$ cat src/rtl/mem_stage_lsu.sv
// mem_stage_lsu: memory-access stage and MEM/WB register.
// Runs sized loads/stores over a req/ack data bus, stalls the pipeline while
// the bus is busy, aborts on timeout and registers results for write-back.
module mem_stage_lsu #(
  parameter int unsigned TIMEOUT_CYCLES = 255
) (
  input  logic        clk,
  input  logic        rst,
  input  logic        ex_RegWrite,
  input  logic        ex_MemtoReg,
  input  logic        ex_MemRead,
  input  logic        ex_MemWrite,
  input  logic [2:0]  ex_funct3,
  input  logic [31:0] ex_alu_result,
  input  logic [31:0] ex_rs2_data,
  input  logic [4:0]  ex_rd,
  output logic        dmem_req,
  output logic        dmem_we,
  output logic [31:0] dmem_addr,
  output logic [31:0] dmem_wdata,
  output logic [3:0]  dmem_wstrb,
  input  logic        dmem_ack,
  input  logic [31:0] dmem_rdata,
  output logic        mem_stall,
  output logic        wb_RegWrite,
  output logic        wb_MemtoReg,
  output logic [31:0] wb_mem_data,
  output logic [31:0] wb_alu_result,
  output logic [4:0]  wb_rd,
  output logic        access_err
);

  localparam logic [0:0] S_IDLE = 1'b0;
  localparam logic [0:0] S_BUSY = 1'b1;
  localparam logic [7:0] TMAX   = 8'(TIMEOUT_CYCLES - 1);

  logic [0:0]  r_state;
  logic [7:0]  r_cnt;
  logic        r_req;
  logic        r_we;
  logic [31:0] r_addr;
  logic [31:0] r_wdata;
  logic [3:0]  r_wstrb;
  logic [2:0]  r_funct3;
  logic        r_regwrite;
  logic        r_memtoreg;
  logic [4:0]  r_rd;
  logic        r_wb_regwrite;
  logic        r_wb_memtoreg;
  logic [31:0] r_wb_mem_data;
  logic [31:0] r_wb_alu;
  logic [4:0]  r_wb_rd;
  logic        r_err;

  logic        w_access;
  logic        w_illegal;
  logic        w_legal;
  logic        w_timeout;
  logic [31:0] w_st_wdata;
  logic [3:0]  w_st_wstrb;
  logic [7:0]  w_ld_byte;
  logic [15:0] w_ld_half;
  logic [31:0] w_ld_data;

  assign w_access  = ex_MemRead ^ ex_MemWrite;
  assign w_illegal = (ex_MemRead & ex_MemWrite) |
                     (w_access & ((ex_funct3 == 3'b011) | (ex_funct3 == 3'b110) |
                                  (ex_funct3 == 3'b111) |
                                  ((ex_funct3[1:0] == 2'b01) & ex_alu_result[0]) |
                                  ((ex_funct3[1:0] == 2'b10) & (ex_alu_result[1:0] != 2'b00))));
  assign w_legal   = w_access & ~w_illegal;
  assign w_timeout = (r_state == S_BUSY) & ~dmem_ack & (r_cnt == TMAX);

  // Stall while a legal access is launched or the bus is still outstanding;
  // the timeout cycle itself releases the pipeline.
  assign mem_stall = rst & (((r_state == S_IDLE) & w_legal) |
                            ((r_state == S_BUSY) & ~dmem_ack & ~w_timeout));

  // Store lane replication and byte enables
  always_comb begin
    w_st_wdata = ex_rs2_data;
    w_st_wstrb = 4'b0000;
    case (ex_funct3[1:0])
      2'b00: begin
        w_st_wdata = {4{ex_rs2_data[7:0]}};
        w_st_wstrb = 4'b0001 << ex_alu_result[1:0];
      end
      2'b01: begin
        w_st_wdata = {2{ex_rs2_data[15:0]}};
        w_st_wstrb = ex_alu_result[1] ? 4'b1100 : 4'b0011;
      end
      default: begin
        w_st_wdata = ex_rs2_data;
        w_st_wstrb = 4'b1111;
      end
    endcase
    if (!ex_MemWrite) w_st_wstrb = 4'b0000;
  end

  // Load lane selection and sign/zero extension from the latched address
  always_comb begin
    case (r_addr[1:0])
      2'b00:   w_ld_byte = dmem_rdata[7:0];
      2'b01:   w_ld_byte = dmem_rdata[15:8];
      2'b10:   w_ld_byte = dmem_rdata[23:16];
      default: w_ld_byte = dmem_rdata[31:24];
    endcase
    w_ld_half = r_addr[1] ? dmem_rdata[31:16] : dmem_rdata[15:0];
    case (r_funct3)
      3'b000:  w_ld_data = {{24{w_ld_byte[7]}}, w_ld_byte};
      3'b001:  w_ld_data = {{16{w_ld_half[15]}}, w_ld_half};
      3'b010:  w_ld_data = dmem_rdata;
      3'b100:  w_ld_data = {24'd0, w_ld_byte};
      3'b101:  w_ld_data = {16'd0, w_ld_half};
      default: w_ld_data = '0;
    endcase
  end

  // IDLE/BUSY controller, bus registers and MEM/WB register
  always_ff @(posedge clk or negedge rst) begin
    if (!rst) begin
      r_state       <= S_IDLE;
      r_cnt         <= '0;
      r_req         <= 1'b0;
      r_we          <= 1'b0;
      r_addr        <= '0;
      r_wdata       <= '0;
      r_wstrb       <= '0;
      r_funct3      <= '0;
      r_regwrite    <= 1'b0;
      r_memtoreg    <= 1'b0;
      r_rd          <= '0;
      r_wb_regwrite <= 1'b0;
      r_wb_memtoreg <= 1'b0;
      r_wb_mem_data <= '0;
      r_wb_alu      <= '0;
      r_wb_rd       <= '0;
      r_err         <= 1'b0;
    end else begin
      // Default: bubble into MEM/WB, no error
      r_wb_regwrite <= 1'b0;
      r_wb_memtoreg <= 1'b0;
      r_wb_mem_data <= '0;
      r_wb_alu      <= '0;
      r_wb_rd       <= '0;
      r_err         <= 1'b0;
      case (r_state)
        S_IDLE: begin
          if (w_legal) begin
            r_state    <= S_BUSY;
            r_cnt      <= '0;
            r_req      <= 1'b1;
            r_we       <= ex_MemWrite;
            r_addr     <= ex_alu_result;
            r_wdata    <= w_st_wdata;
            r_wstrb    <= w_st_wstrb;
            r_funct3   <= ex_funct3;
            r_regwrite <= ex_RegWrite;
            r_memtoreg <= ex_MemtoReg;
            r_rd       <= ex_rd;
          end else if (w_illegal) begin
            r_err <= 1'b1;
          end else begin
            r_wb_regwrite <= ex_RegWrite;
            r_wb_memtoreg <= ex_MemtoReg;
            r_wb_alu      <= ex_alu_result;
            r_wb_rd       <= ex_rd;
          end
        end
        default: begin
          if (dmem_ack) begin
            r_state       <= S_IDLE;
            r_cnt         <= '0;
            r_req         <= 1'b0;
            r_wb_regwrite <= r_regwrite;
            r_wb_memtoreg <= r_memtoreg;
            r_wb_mem_data <= r_we ? 32'd0 : w_ld_data;
            r_wb_alu      <= r_addr;
            r_wb_rd       <= r_rd;
          end else if (w_timeout) begin
            r_state <= S_IDLE;
            r_cnt   <= '0;
            r_req   <= 1'b0;
            r_err   <= 1'b1;
          end else begin
            r_cnt <= r_cnt + 8'd1;
          end
        end
      endcase
    end
  end

  assign dmem_req      = r_req;
  assign dmem_we       = r_we;
  assign dmem_addr     = {r_addr[31:2], 2'b00};
  assign dmem_wdata    = r_wdata;
  assign dmem_wstrb    = r_wstrb;
  assign wb_RegWrite   = r_wb_regwrite;
  assign wb_MemtoReg   = r_wb_memtoreg;
  assign wb_mem_data   = r_wb_mem_data;
  assign wb_alu_result = r_wb_alu;
  assign wb_rd         = r_wb_rd;
  assign access_err    = r_err;

endmodule
$ cat config.mk
export PLATFORM = sky130hd
export DESIGN_NAME = mem_stage_lsu
export DESIGN_NICKNAME = d
export VERILOG_FILES = /design/src/rtl/mem_stage_lsu.sv
export SDC_FILE = /design/constraint.sdc
export NUM_CORES = 1
export LEC_CHECK = 0
export BUFFER_PORTS_ARGS = -buffer_cell sky130_fd_sc_hd__buf_2
export CORE_ASPECT_RATIO = 0.75
export CORE_MARGIN = 8
export CORE_UTILIZATION = 25
export DETAILED_ROUTE_END_ITERATION = 7
export GPL_TIMING_DRIVEN = 0
export SYNTH_ARGS = -nofsm -noshare
export SYNTH_HDL_FRONTEND = slang
export SYNTH_SLANG_ARGS = --single-unit
$ cat constraint.sdc
create_clock -name clk -period 3 [get_ports clk]
set_input_delay 0.9 -clock clk [delete_from_list [all_inputs] [get_ports clk]]
set_output_delay 0.9 -clock clk [all_outputs]
set_load 0.1 [all_outputs]
# Word-level counts from Yosys, hierarchy flattened

Cells that the tools add are included.

Flip-flop bits (word level): 161
Bits of input ports: 111
Output and inout port bits: 143
Logic and storage cells: 103

$add $sub $neg: 1
Eq/ne operators: 13
Shifts and indexed selects: 1
Muxes and demuxes: 43
Bitwise operators: 21
Reduce and logical (&&, ||, !) cells: 7

Operator list:

| kind                                             | count |
|---|---|
| 2-to-1 mux 32 bit                                | 7 |
| one-hot mux 32 bit (5 select lines)              | 1 |
| one-hot mux 32 bit (2 select lines)              | 1 |
| 2-to-1 mux 8 bit                                 | 4 |
| one-hot mux 8 bit (3 select lines)               | 1 |
| 2-to-1 mux 1 bit                                 | 21 |
| 2-to-1 mux 5 bit                                 | 4 |
| 2-to-1 mux 16 bit                                | 1 |
| == test 3 bit (second input constant)            | 4 |
| bitwise AND 1 bit                                | 10 |
| adder 8 x 1 -> 8 bit (second input constant)     | 1 |
| == test 8 bit (second input constant)            | 1 |
| 2-to-1 mux 4 bit                                 | 2 |
| one-hot mux 4 bit (2 select lines)               | 1 |
| == test 3 x 2 -> 1 bit (second input constant)   | 2 |
| OR 1 bit                                         | 6 |
| == test 2 x 1 -> 1 bit (second input constant)   | 2 |
| == test 2 bit (second input constant)            | 2 |
| logical NOT 2 bit                                | 2 |
| NOT 1 bit                                        | 4 |
| AND reduction 2 bit                              | 2 |
| nonzero test 2 bit                               | 2 |
| left shift 1 x 2 -> 4 bit (first input constant) | 1 |
| == test 3 x 1 -> 1 bit (second input constant)   | 1 |
| 3 further kinds                                  | 3 |

# Depth between registers and ports, before layout

Gate-level depths: netlist of the first run.

Depth after elaboration: 12
Mapped depth: 7

# Worst setup path before layout of the first run

Ideal clock, no wire load.

Path kind: input-to-output
Start: in ex_funct3[0]
End: out mem_stall
Data arrival time: 2,483 ps
Required time: 2,100 ps
Path slack: -383 ps
Cell stages on the path: 6
Buffers on the path: 2
Cell sequence: nor4_4 > o211ai_1 > buf_4 > buf_2 > nand2_1 > and2_1

Longest elaborated chain between the ends: 12
Elaborated cells between the ends (all ways): 18
Classes of those cells: 5 x eq/ne; 13 x bitwise

RTL lines:

| what                                                    | line | text |
|---|---|---|
| start, declared                                         | 13   | `input logic [2:0] ex_funct3,` |
| == test 3 x 2 -> 1 bit or == test 3 bit (tied branches) | 67   | `(w_access & ((ex_funct3 == 3'b011) \| (ex_funct3 == 3'b110) \|` |
| OR 1 bit (2 in series)                                  | 67   |  |
| OR 1 bit                                                | 68   | `(ex_funct3 == 3'b111) \|` |
| OR 1 bit (*)                                            | 69   | `((ex_funct3[1:0] == 2'b01) & ex_alu_result[0]) \|` |
| bitwise AND 1 bit (*)                                   | 67   |  |
| OR 1 bit (*)                                            | 66   | `assign w_illegal = (ex_MemRead & ex_MemWrite) \|` |
| NOT 1 bit (*)                                           | 71   | `assign w_legal = w_access & ~w_illegal;` |
| bitwise AND 1 bit (*)                                   | 71   |  |
| bitwise AND 1 bit (*)                                   | 76   | `assign mem_stall = rst & (((r_state == S_IDLE) & w_legal) \|` |
| OR 1 bit (*)                                            | 76   |  |
| bitwise AND 1 bit (*)                                   | 76   |  |
| end, declared                                           | 24   | `output logic mem_stall,` |

Every way passes the cells marked *; elsewhere a longest branch is shown, timed or not.

# Worst setup path in the final report of the first run

Same ends and word-level chain as after synthesis.

==> impl_metrics.csv, run 1 <==
group,metric,value,unit
status,status,"finished, final reports clean",
pwr,switchingPower,5.016,mW
timing,rsz0062_at_grt,"false",
flow_run,maxCapViolCount,0,
layout,layout-drive-gt1-share,0.4177,
timing,hold_viol,0,
drt,drt_iter0_drc,246,
worst_hold_path,hp-class,"primary input to asynchronous set/reset pin",
logic_synthesis,synth_compound_area_frac,0.1390,
logic_synthesis,synth_area,0.007019,sq mm
clock_tree,clk_path_buf_depth,2,
clock_tree,cts_max_level,4,
global_routing,grt_max_degree,82,
floorplan,die_w,209.5,um
place,gp_congestion,0.9259,
global_routing,grt_pass1_vias,6018,
logic_synthesis,synth_warnings,0,
pwr,p_leak,4.782,nW
logic_synthesis,ys_types,47,
pwr,combPwrFrac,0.485,
pwr,p_seq_frac,0.297,
drt,avgRoutedWirePerCell,19.12,um
clock_tree,cts-root-buf,"clkbuf_16",
logic_synthesis,synthXorXnorAreaFrac,0,
drt,drc,0,
logic_synthesis,synth_top_family_by_area,"multiplexers",
timing,maxSlewHeadroom,0.4690,
logic_synthesis,synthAdderAreaFrac,0.005348,
worst_setup_path,crit_fanout,4,
pwr,p_sw_frac,0.5130,
logic_synthesis,async_reset_ff_frac,1.000,
logic_synthesis,synthFlopType,"dfrtp_1",
pwr,power.share.clock,0.218,
logic_synthesis,yosysMostFrequentCell,"dfrtp_1",
worst_setup_path,worstPathCellList,"buf_2 -> nor4_4 -> o211ai_1 -> nand2_1 -> and2_4 -> buf_12",
logic_synthesis,ys_seq_area_frac,0.5740,
drt,drt-vias-per-instance,4.605,
floorplan,ioPinCount,254,
timing,finalSetupViolCount,0,
logic_synthesis,syn_area_per_cell,12.31,sq um
pwr,p_per_area,1039,mW/mm^2
logic_synthesis,synthMuxAreaShare,0.1433,
clock_tree,clock_sinks,161,
worst_setup_path,path_delay_family,"simple AND/OR/NAND/NOR gates",
logic_synthesis,synth_area_leaders,"dfrtp_1 57%, mux2_1 8.0%, a22o_1 4.9%, buf_4 3.6%, mux2i_1 3.4%",
pwr,p_int,4.761,mW
layout,multiInputGateArea,0.002539,sq mm
global_routing,antenna_found_initial,1,
worst_setup_path,cpMaxStageDelayCell,"nor4_4",
logic_synthesis,synth_top_area_cell,"dfrtp_1",
logic_synthesis,synth_common_cells,"161 x dfrtp_1, 50 x mux2_1, 48 x nand2_1",
worst_setup_path,max_stage_delay,0.32,ns
drt,dr_total_vias,5591,
floorplan,start_util,0.2520,
clock_tree,numCtsBuffers,17,
floorplan,die_area,0.03375,sq mm
floorplan,coreArea,0.02785,sq mm
global_routing,grtUsageTotal,0.1359,
worst_setup_path,path_buf_inv,2,
logic_synthesis,synth_edf_count,0,
layout,fill_cells,2794,
timing,worst_slack,0.08834,ns
floorplan,chipHeight,161.1,um
drt,routed_wl,23210,um
clock_tree,clk_pin_slew_worst_paths,0.07,ns
worst_setup_path,critical_path_class,"primary input to primary output",
logic_synthesis,ys_ff_latch,161,
global_routing,grt_pass1_wl,35560,um
clock_tree,tritoncts,"done",
place,pre_cts_slack,-0.6248,ns
worst_setup_path,endpoint_kind,"primary output",
floorplan,row_count,53,
logic_synthesis,synthCells,570,
layout,fin_cells,1214,
drt,first_pass_iters,5,
layout,register_area,0.004031,sq mm
clock_tree,ctsHoldBuffers,0,
layout,synthToLayoutAreaGrowth,34.08,%
timing,worst_pin_slew,0.7965,ns
timing,period_share,0.9706,
timing,max_freq,343.4,MHz
logic_synthesis,synth_top_area_share,0.5740,
worst_setup_path,required,2.10,ns
timing,finalClockSkew,0.008951,ns
timing,timing.final.crit_period,2.912,ns
pwr,ir_drop,0.6849,mV
place,portBuffers,251,
clock_tree,clock_latency,0.42,ns
layout,nets,958,
drt,ant_nets,0,
worst_setup_path,startpoint_type,"primary input",
timing,slew_violations,0,
worst_setup_path,arrival,2.01,ns
place,dpl.cell_count,1180,
layout,insertedDiodeCount,0,
place,hpwl,17300,um
global_routing,gr-total-overflow,0,
logic_synthesis,yosys.area_share.simple,0.07059,
state kept, by name, indices dropped and copies added (netlist names):
name and flops:
access_err 1, dmem_req 1, dmem_wdata 32, dmem_we 1, dmem_wstrb 4, r_addr 32
r_cnt 8, r_funct3 3, r_memtoreg 1, r_rd 5, r_regwrite 1, r_state 1
wb_MemtoReg 1, wb_RegWrite 1, wb_alu_result 32, wb_mem_data 32, wb_rd 5
layout by cell type, fill, tap and decap left out, types with 3 or more instances in the layout:
cell / Yosys / routed
a22o_1: 39 / 39
clkbuf_16: 0 / 17
and3_1: 5 / 5
nor3b_1: 3 / 3
a21oi_1: 35 / 35
dfrtp_1: 161 / 159
clkbuf_1: 17 / 18
a211o_1: 5 / 5
a22oi_1: 10 / 10
mux2i_1: 24 / 24
nor2_1: 21 / 21
a222oi_1: 7 / 7
nand2_1: 48 / 48
buf_6: 6 / 6
inv_1: 4 / 4
o21ai_1: 7 / 7
nand3_1: 4 / 4
buf_2: 13 / 260
mux2_1: 50 / 50
nor3_1: 5 / 5
o21ai_0: 31 / 31
clkinvlp_4: 0 / 3
clkinv_2: 0 / 4
mux4_2: 9 / 9
buf_4: 34 / 37
power by group through the flow:
stage,Clock [mW],Sequential (mW),Combinational [mW]
floorplan,0,4.75,2.04
global placement,0,2.92,4.72
CTS,2.21,2.91,4.77
detailed placement,0,2.94,4.75
finish,2.13,2.91,4.74
global route,2.30,2.96,4.94
metal layers:
metal	part of all wire	GRT usage
met4	0.0095	0.03389
met5	0.00043	0
met2	0.45	0.2161
met1	0.44	0.1691
met3	0.098	0.05674
logic make-up after synthesis:
| kind of cell | after synthesis |
|---|---|
| AND/OR/NAND/NOR | 103 |
| adder cells (fa/ha/maj) | 3 |
| flip-flops | 161 |
| other | 1 |
| AO/OA/AOI/OAI | 144 |
| multiplexers | 83 |
| buffers and inverters | 75 |
worst register-to-register path, stage by stage (launching register included):
cell	delay [ns]
dfrtp_1	0.49
nor2_1	0.58
nand2_1	0.14
or2_2	0.30
clkbuf_1	0.20
a21oi_1	0.30
repair_timing:
action,in CTS,in global routing
resized for setup,8,3
pin swaps,2,2
endpoints found under the setup margin,1,1
gates cloned,1,0
buffers inserted,2,1
path summary, 6_finish.rpt:
check / start / endpoint / slack [ns] / cells past startpoint
min: rst / wb_alu_result[21] / 0.37 / 1
max reg2reg: r_funct3[0] / wb_mem_data[15] / 0.87 / 5
max: ex_funct3[0] / mem_stall / 0.09 / 6
min in group clk: dmem_wstrb[1] / dmem_wstrb[1] / 0.48 / 2
min reg2reg: dmem_wstrb[1] / dmem_wstrb[1] / 0.48 / 2
max in group asynchronous: rst / wb_mem_data[23] / 1.92 / 2
area by class of cell:
type,count,area share
clock inverter,12,0.01143
timing repair buffer,256,0.1457
buffer,69,0.04719
multi-input combinational,335,0.2697
inverter,4,0.001595
sequential,161,0.4283
clock buffer,20,0.04852
tap,357,0.04746
stage by stage:
stage	cell area [sq um]	TNS (ns)	utilization	hold slack [ns]	power, mW
detailed placement	8766	-1.271	0.3147	0.4689	7.691
finish	9412	0	0.3379	0.3662	9.777
global placement	8728	-268.56	0.3134	0.4584	7.645
floorplan	7025	0	-	0.4646	6.786
global route	9412	0	0.3379	0.3846	10.21
CTS	9412	0	0.3379	0.3860	9.889
Note: power is estimated with default switching activity, not from simulation.
==> run 2, diff against run 1 <==
--- a/config.mk
+++ b/config.mk
@@ -9,6 +9,7 @@
 export CORE_ASPECT_RATIO = 0.75
 export CORE_MARGIN = 8
 export CORE_UTILIZATION = 25
+export CTS_BUF_LIST = sky130_fd_sc_hd__clkbuf_8
 export DETAILED_ROUTE_END_ITERATION = 7
 export GPL_TIMING_DRIVEN = 0
 export SYNTH_ARGS = -nofsm -noshare
==> impl_metrics.csv, run 2 (synthesized netlist as in run 1, its figures left out) <==
group,metric,value,unit
status,status,"finished, final reports clean",
layout,final_cell_mix,"259 x buf_2, 159 x dfrtp_1, 50 x mux2_1, 48 x nand2_1, 39 x a22o_1",
pwr,p_per_area,997.9,mW/mm^2
floorplan,row_count,53,
layout,synthToLayoutAreaGrowth,31.44,%
floorplan,ioPinCount,254,
floorplan,die_w,209.5,um
worst_setup_path,startpoint_type,"primary input",
worst_setup_path,critical_path_class,"primary input to primary output",
timing,timing.final.crit_period,2.904,ns
worst_setup_path,r2r_end,"wb_alu_result[26]",
timing,hold_viol,0,
global_routing,antenna_found_initial,1,
layout,multiInputGateArea,0.002542,sq mm
drt,dr_total_vias,5606,
layout,layout-drive-gt1-share,0.4189,
clock_tree,cts_max_level,4,
timing,worst_pin_slew,0.8082,ns
timing,period_share,0.9680,
global_routing,grt_pass1_vias,5978,
timing,max_freq,344.3,MHz
floorplan,die_area,0.03375,sq mm
clock_tree,tritoncts,"done",
global_routing,grtUsageTotal,0.1341,
worst_setup_path,arrival,2.00,ns
global_routing,gr-total-overflow,0,
flow_run,maxCapViolCount,0,
place,gp_congestion,0.9259,
layout,nets,958,
layout,insertedDiodeCount,0,
place,hpwl,17300,um
clock_tree,clk_path_buf_depth,2,
place,pre_cts_slack,-0.6248,ns
timing,maxSlewHeadroom,0.4612,
pwr,p_leak,4.700,nW
clock_tree,clock_latency,0.46,ns
drt,drt_iter0_drc,304,
layout,register_area,0.004031,sq mm
layout,post-route-util,0.3313,
clock_tree,clock_sinks,161,
drt,drt-vias-per-instance,4.618,
drt,ant_nets,0,
worst_setup_path,required,2.10,ns
worst_setup_path,endpoint_kind,"primary output",
worst_setup_path,crit_fanout,4,
timing,finalSetupViolCount,0,
timing,slew_violations,0,
timing,rsz0062_at_grt,"false",
global_routing,grt_pass1_wl,35130,um
drt,drc,0,
floorplan,chipHeight,161.1,um
global_routing,grt_max_degree,82,
floorplan,start_util,0.2520,
timing,worst_slack,0.09593,ns
place,portBuffers,251,
drt,avgRoutedWirePerCell,18.88,um
layout,fill_cells,2817,
worst_setup_path,r2r_setup_slack,0.93,ns
drt,first_pass_iters,5,
pwr,ir_drop,0.6842,mV
clock_tree,cts-root-buf,"clkbuf_8",
clock_tree,numCtsBuffers,17,
worst_setup_path,r2r-start,"r_state",
place,dpl.cell_count,1180,
worst_hold_path,hp-class,"primary input to asynchronous set/reset pin",
layout,final_common_cell,"buf_2",
clock_tree,ctsHoldBuffers,0,
pwr,total_power,9.207,mW
timing,finalClockSkew,0.01116,ns
floorplan,coreArea,0.02785,sq mm
layout,fin_cells,1214,
timing,hold_ws,0.3243,ns
worst_setup_path,rr_worst_depth,4,
clock_tree,clk_pin_slew_worst_paths,0.09,ns
drt,routed_wl,22930,um
run 2: timing repair:
action                     4_1_cts  5_1_grt
cloned                           1        0
gates resized for setup          9        5
setup endpoints to repair        1        1
setup buffers                    2        1
pin swaps                        2        2
run 2: how the worst max path moves through the flow:
stage / from / endpoint
2_1_floorplan: ex_funct3[0] / mem_stall
3_3_place_gp: rst / mem_stall
3_5_place_dp: ex_funct3[0] / mem_stall
4_1_cts: ex_funct3[2] / mem_stall
5_1_grt: rst / mem_stall
6_report: ex_funct3[0] / mem_stall
run 2: cell type report:
cell class              count  share of cell area
clock buffers              19             0.02834
inverters                   4            0.001627
well taps                 357             0.04841
plain buffers              69             0.04841
repair buffers            256              0.1486
clock inverters            13             0.01207
multi-input cells         335              0.2756
flip-flops and latches    161              0.4369
run 2: worst max-delay path, cell delays in order:
cell,delay [ns]
buf_2,0.13
nor4_4,0.32
o211ai_1,0.19
nand2_1,0.12
and2_4,0.16
buf_12,0.17
run 2: stage by stage:
| step | instance area (sq um) | TNS (ns) |
|---|---|---|
| final | 9226 | 0 |
| after global routing | 9226 | 0 |
| after CTS | 9221 | 0 |
| after detailed placement | 8766 | -1.271 |
| after global placement | 8728 | -268.56 |
| after floorplan | 7025 | 0 |
run 2: layer usage:
layer,up-vias,global-route usage,share of wire
met2,276,0.2134,0.45
met4,2,0.03357,0.010
met5,-,0,0.00044
met1,2736,0.1663,0.44
met3,19,0.05655,0.10
li1,2573,-,-
run 2: power by group:
group	switching, mW	internal [mW]	leakage, nW
sequential	0.284	2.62	2.06
clock	0.872	0.699	0.189
combinational	3.78	0.952	2.45
total	4.94	4.27	4.70
==> run 3, diff against run 2 <==
==> constraint.sdc (replaced) <==
create_clock -name clk -period 3 [get_ports clk]
set_input_delay 0.15 -clock clk [delete_from_list [all_inputs] [get_ports clk]]
set_output_delay 0.15 -clock clk [all_outputs]
set_load 0.1 [all_outputs]
==> impl_metrics.csv, run 3 (synthesized netlist as in run 1, its figures left out) <==
group,metric,value,unit
status,status,"finished, final reports clean",
floorplan,ioPinCount,254,
floorplan,die_area,0.03375,sq mm
global_routing,met3_usage,0.05732,
clock_tree,clk_pin_slew_worst_paths,0.08,ns
place,pre_cts_slack,0.6947,ns
layout,post-route-util,0.3610,
worst_setup_path,endpoint_kind,"primary output",
timing,timing.final.crit_period,2.619,ns
layout,fin_cells,1303,
place,dpl_cell_area,0.008763,sq mm
pwr,ir_drop,0.6418,mV
place,portBuffers,251,
layout,synthToLayoutAreaGrowth,43.24,%
flow_run,maxCapViolCount,0,
global_routing,antenna_found_initial,1,
timing,max_freq,381.8,MHz
worst_setup_path,r2r_setup_slack,0.94,ns
timing,hold_ws,0.04825,ns
timing,finalClockSkew,0.009599,ns
floorplan,chipHeight,161.1,um
place,dpl.cell_count,1180,
timing,maxSlewHeadroom,0.4765,
drt,avgRoutedWirePerCell,18.39,um
place,hpwl,17430,um
layout,final_cell_mix,"263 x buf_2, 161 x dfrtp_1, 92 x dlygate4sd3_1, 50 x mux2_1, 48 x nand2_1",
clock_tree,cts-root-buf,"clkbuf_8",
clock_tree,clock_latency,0.45,ns
global_routing,grt_pass1_vias,6480,
drt,drt-vias-per-instance,4.551,
drt,ant_nets,0,
timing,rsz0062_at_grt,"false",
timing,hold_viol,0,
clock_tree,clk_path_buf_depth,2,
pwr,p_per_area,924.6,mW/mm^2
worst_setup_path,arrival,2.47,ns
layout,final_common_cell,"buf_2",
global_routing,top_usage_layer,"met2",
clock_tree,numCtsBuffers,17,
drt,drt_iter0_drc,309,
drt,dr_total_vias,5930,
global_routing,grtUsageTotal,0.1417,
drt,routed_wl,23960,um
drt,drc,0,
timing,worst_slack,0.3808,ns
global_routing,grtUsageMet1,0.1743,
layout,nets,1048,
clock_tree,cts_max_level,4,
place,gp_congestion,0.8699,
timing,period_share,0.8731,
worst_hold_path,hp-class,"primary input to register",
floorplan,row_count,53,
global_routing,grt_pass1_wl,37340,um
global_routing,gr-total-overflow,0,
global_routing,met2_usage,0.2253,
pwr,p_leak,5.051,nW
layout,final_cell_area,0.01005,sq mm
timing,slew_violations,0,
worst_setup_path,crit_fanout,10,
timing,finalSetupViolCount,0,
timing,worst_pin_slew,0.7852,ns
pwr,total_power,9.296,mW
worst_setup_path,critical_path_class,"primary input to primary output",
worst_setup_path,required,2.85,ns
drt,first_pass_iters,6,
floorplan,die_w,209.5,um
clock_tree,clock_sinks,161,
worst_setup_path,startpoint_type,"primary input",
clock_tree,tritoncts,"done",
floorplan,coreArea,0.02785,sq mm
timing,tns,0,ns
floorplan,start_util,0.2520,
global_routing,grt_max_degree,89,
layout,layout-drive-gt1-share,0.3693,
==> run 3: changes by cell type in the layout (fill, tap and decap cells not counted), sizes merged <==
cell	delta
bufbuf	-1
bufinv	+1
clkbuf	-2
diode	+1
dlygate4sd3	+92
inv	-2
==> run 3: critical path, cell delays in order <==
cell	delay, ns
dlygate4sd3_1	0.55
buf_2	0.14
nor4_4	0.30
o211ai_1	0.19
buf_4	0.24
buf_2	0.21
nand2_1	0.10
and2_1	0.13
buf_2	0.45
==> run 3: worst paths after layout <==
check	from	to	depth (start not counted)
worst min register to register	dmem_wstrb[1]	dmem_wstrb[1]	2
min in group asynchronous	rst	wb_alu_result[29]	2
max in group asynchronous	rst	dmem_wstrb[3]	3
worst max-delay path	ex_funct3[2]	mem_stall	9
worst max register to register	r_state	wb_alu_result[21]	4
worst min-delay path	dmem_rdata[2]	wb_mem_data[2]	3
==> run 3: layout make-up <==
type / count / area (sq um)
sequential: 161 / 4029
fill: 2745 / 17800
tap: 357 / 446.7
inverter: 4 / 15.01
multi-input combinational: 335 / 2522
buffer: 71 / 456.7
clock inverter: 12 / 120.1
clock buffer: 18 / 247.7
antenna: 1 / 2.502
timing repair buffer: 344 / 2215
==> run 3: power by group <==
group,internal [mW],switching (mW),total (mW)
logic,1.01,3.81,4.82
registers,2.62,0.292,2.91
clock network,0.742,0.825,1.57
==> run 3: repair_timing <==
action / CTS / global route
setup endpoints to repair: 0 / 0
buffers inserted: 0 / 0
endpoints found under the hold margin: 203 / 0
hold buffers: 92 / 0
resized for setup: 0 / 0
==> run 3: routing by layer <==
metal	up-vias	part of all wire
met4	0	0.019
met2	285	0.45
li1	2762	-
met1	2850	0.44
met3	33	0.096
met5	-	0
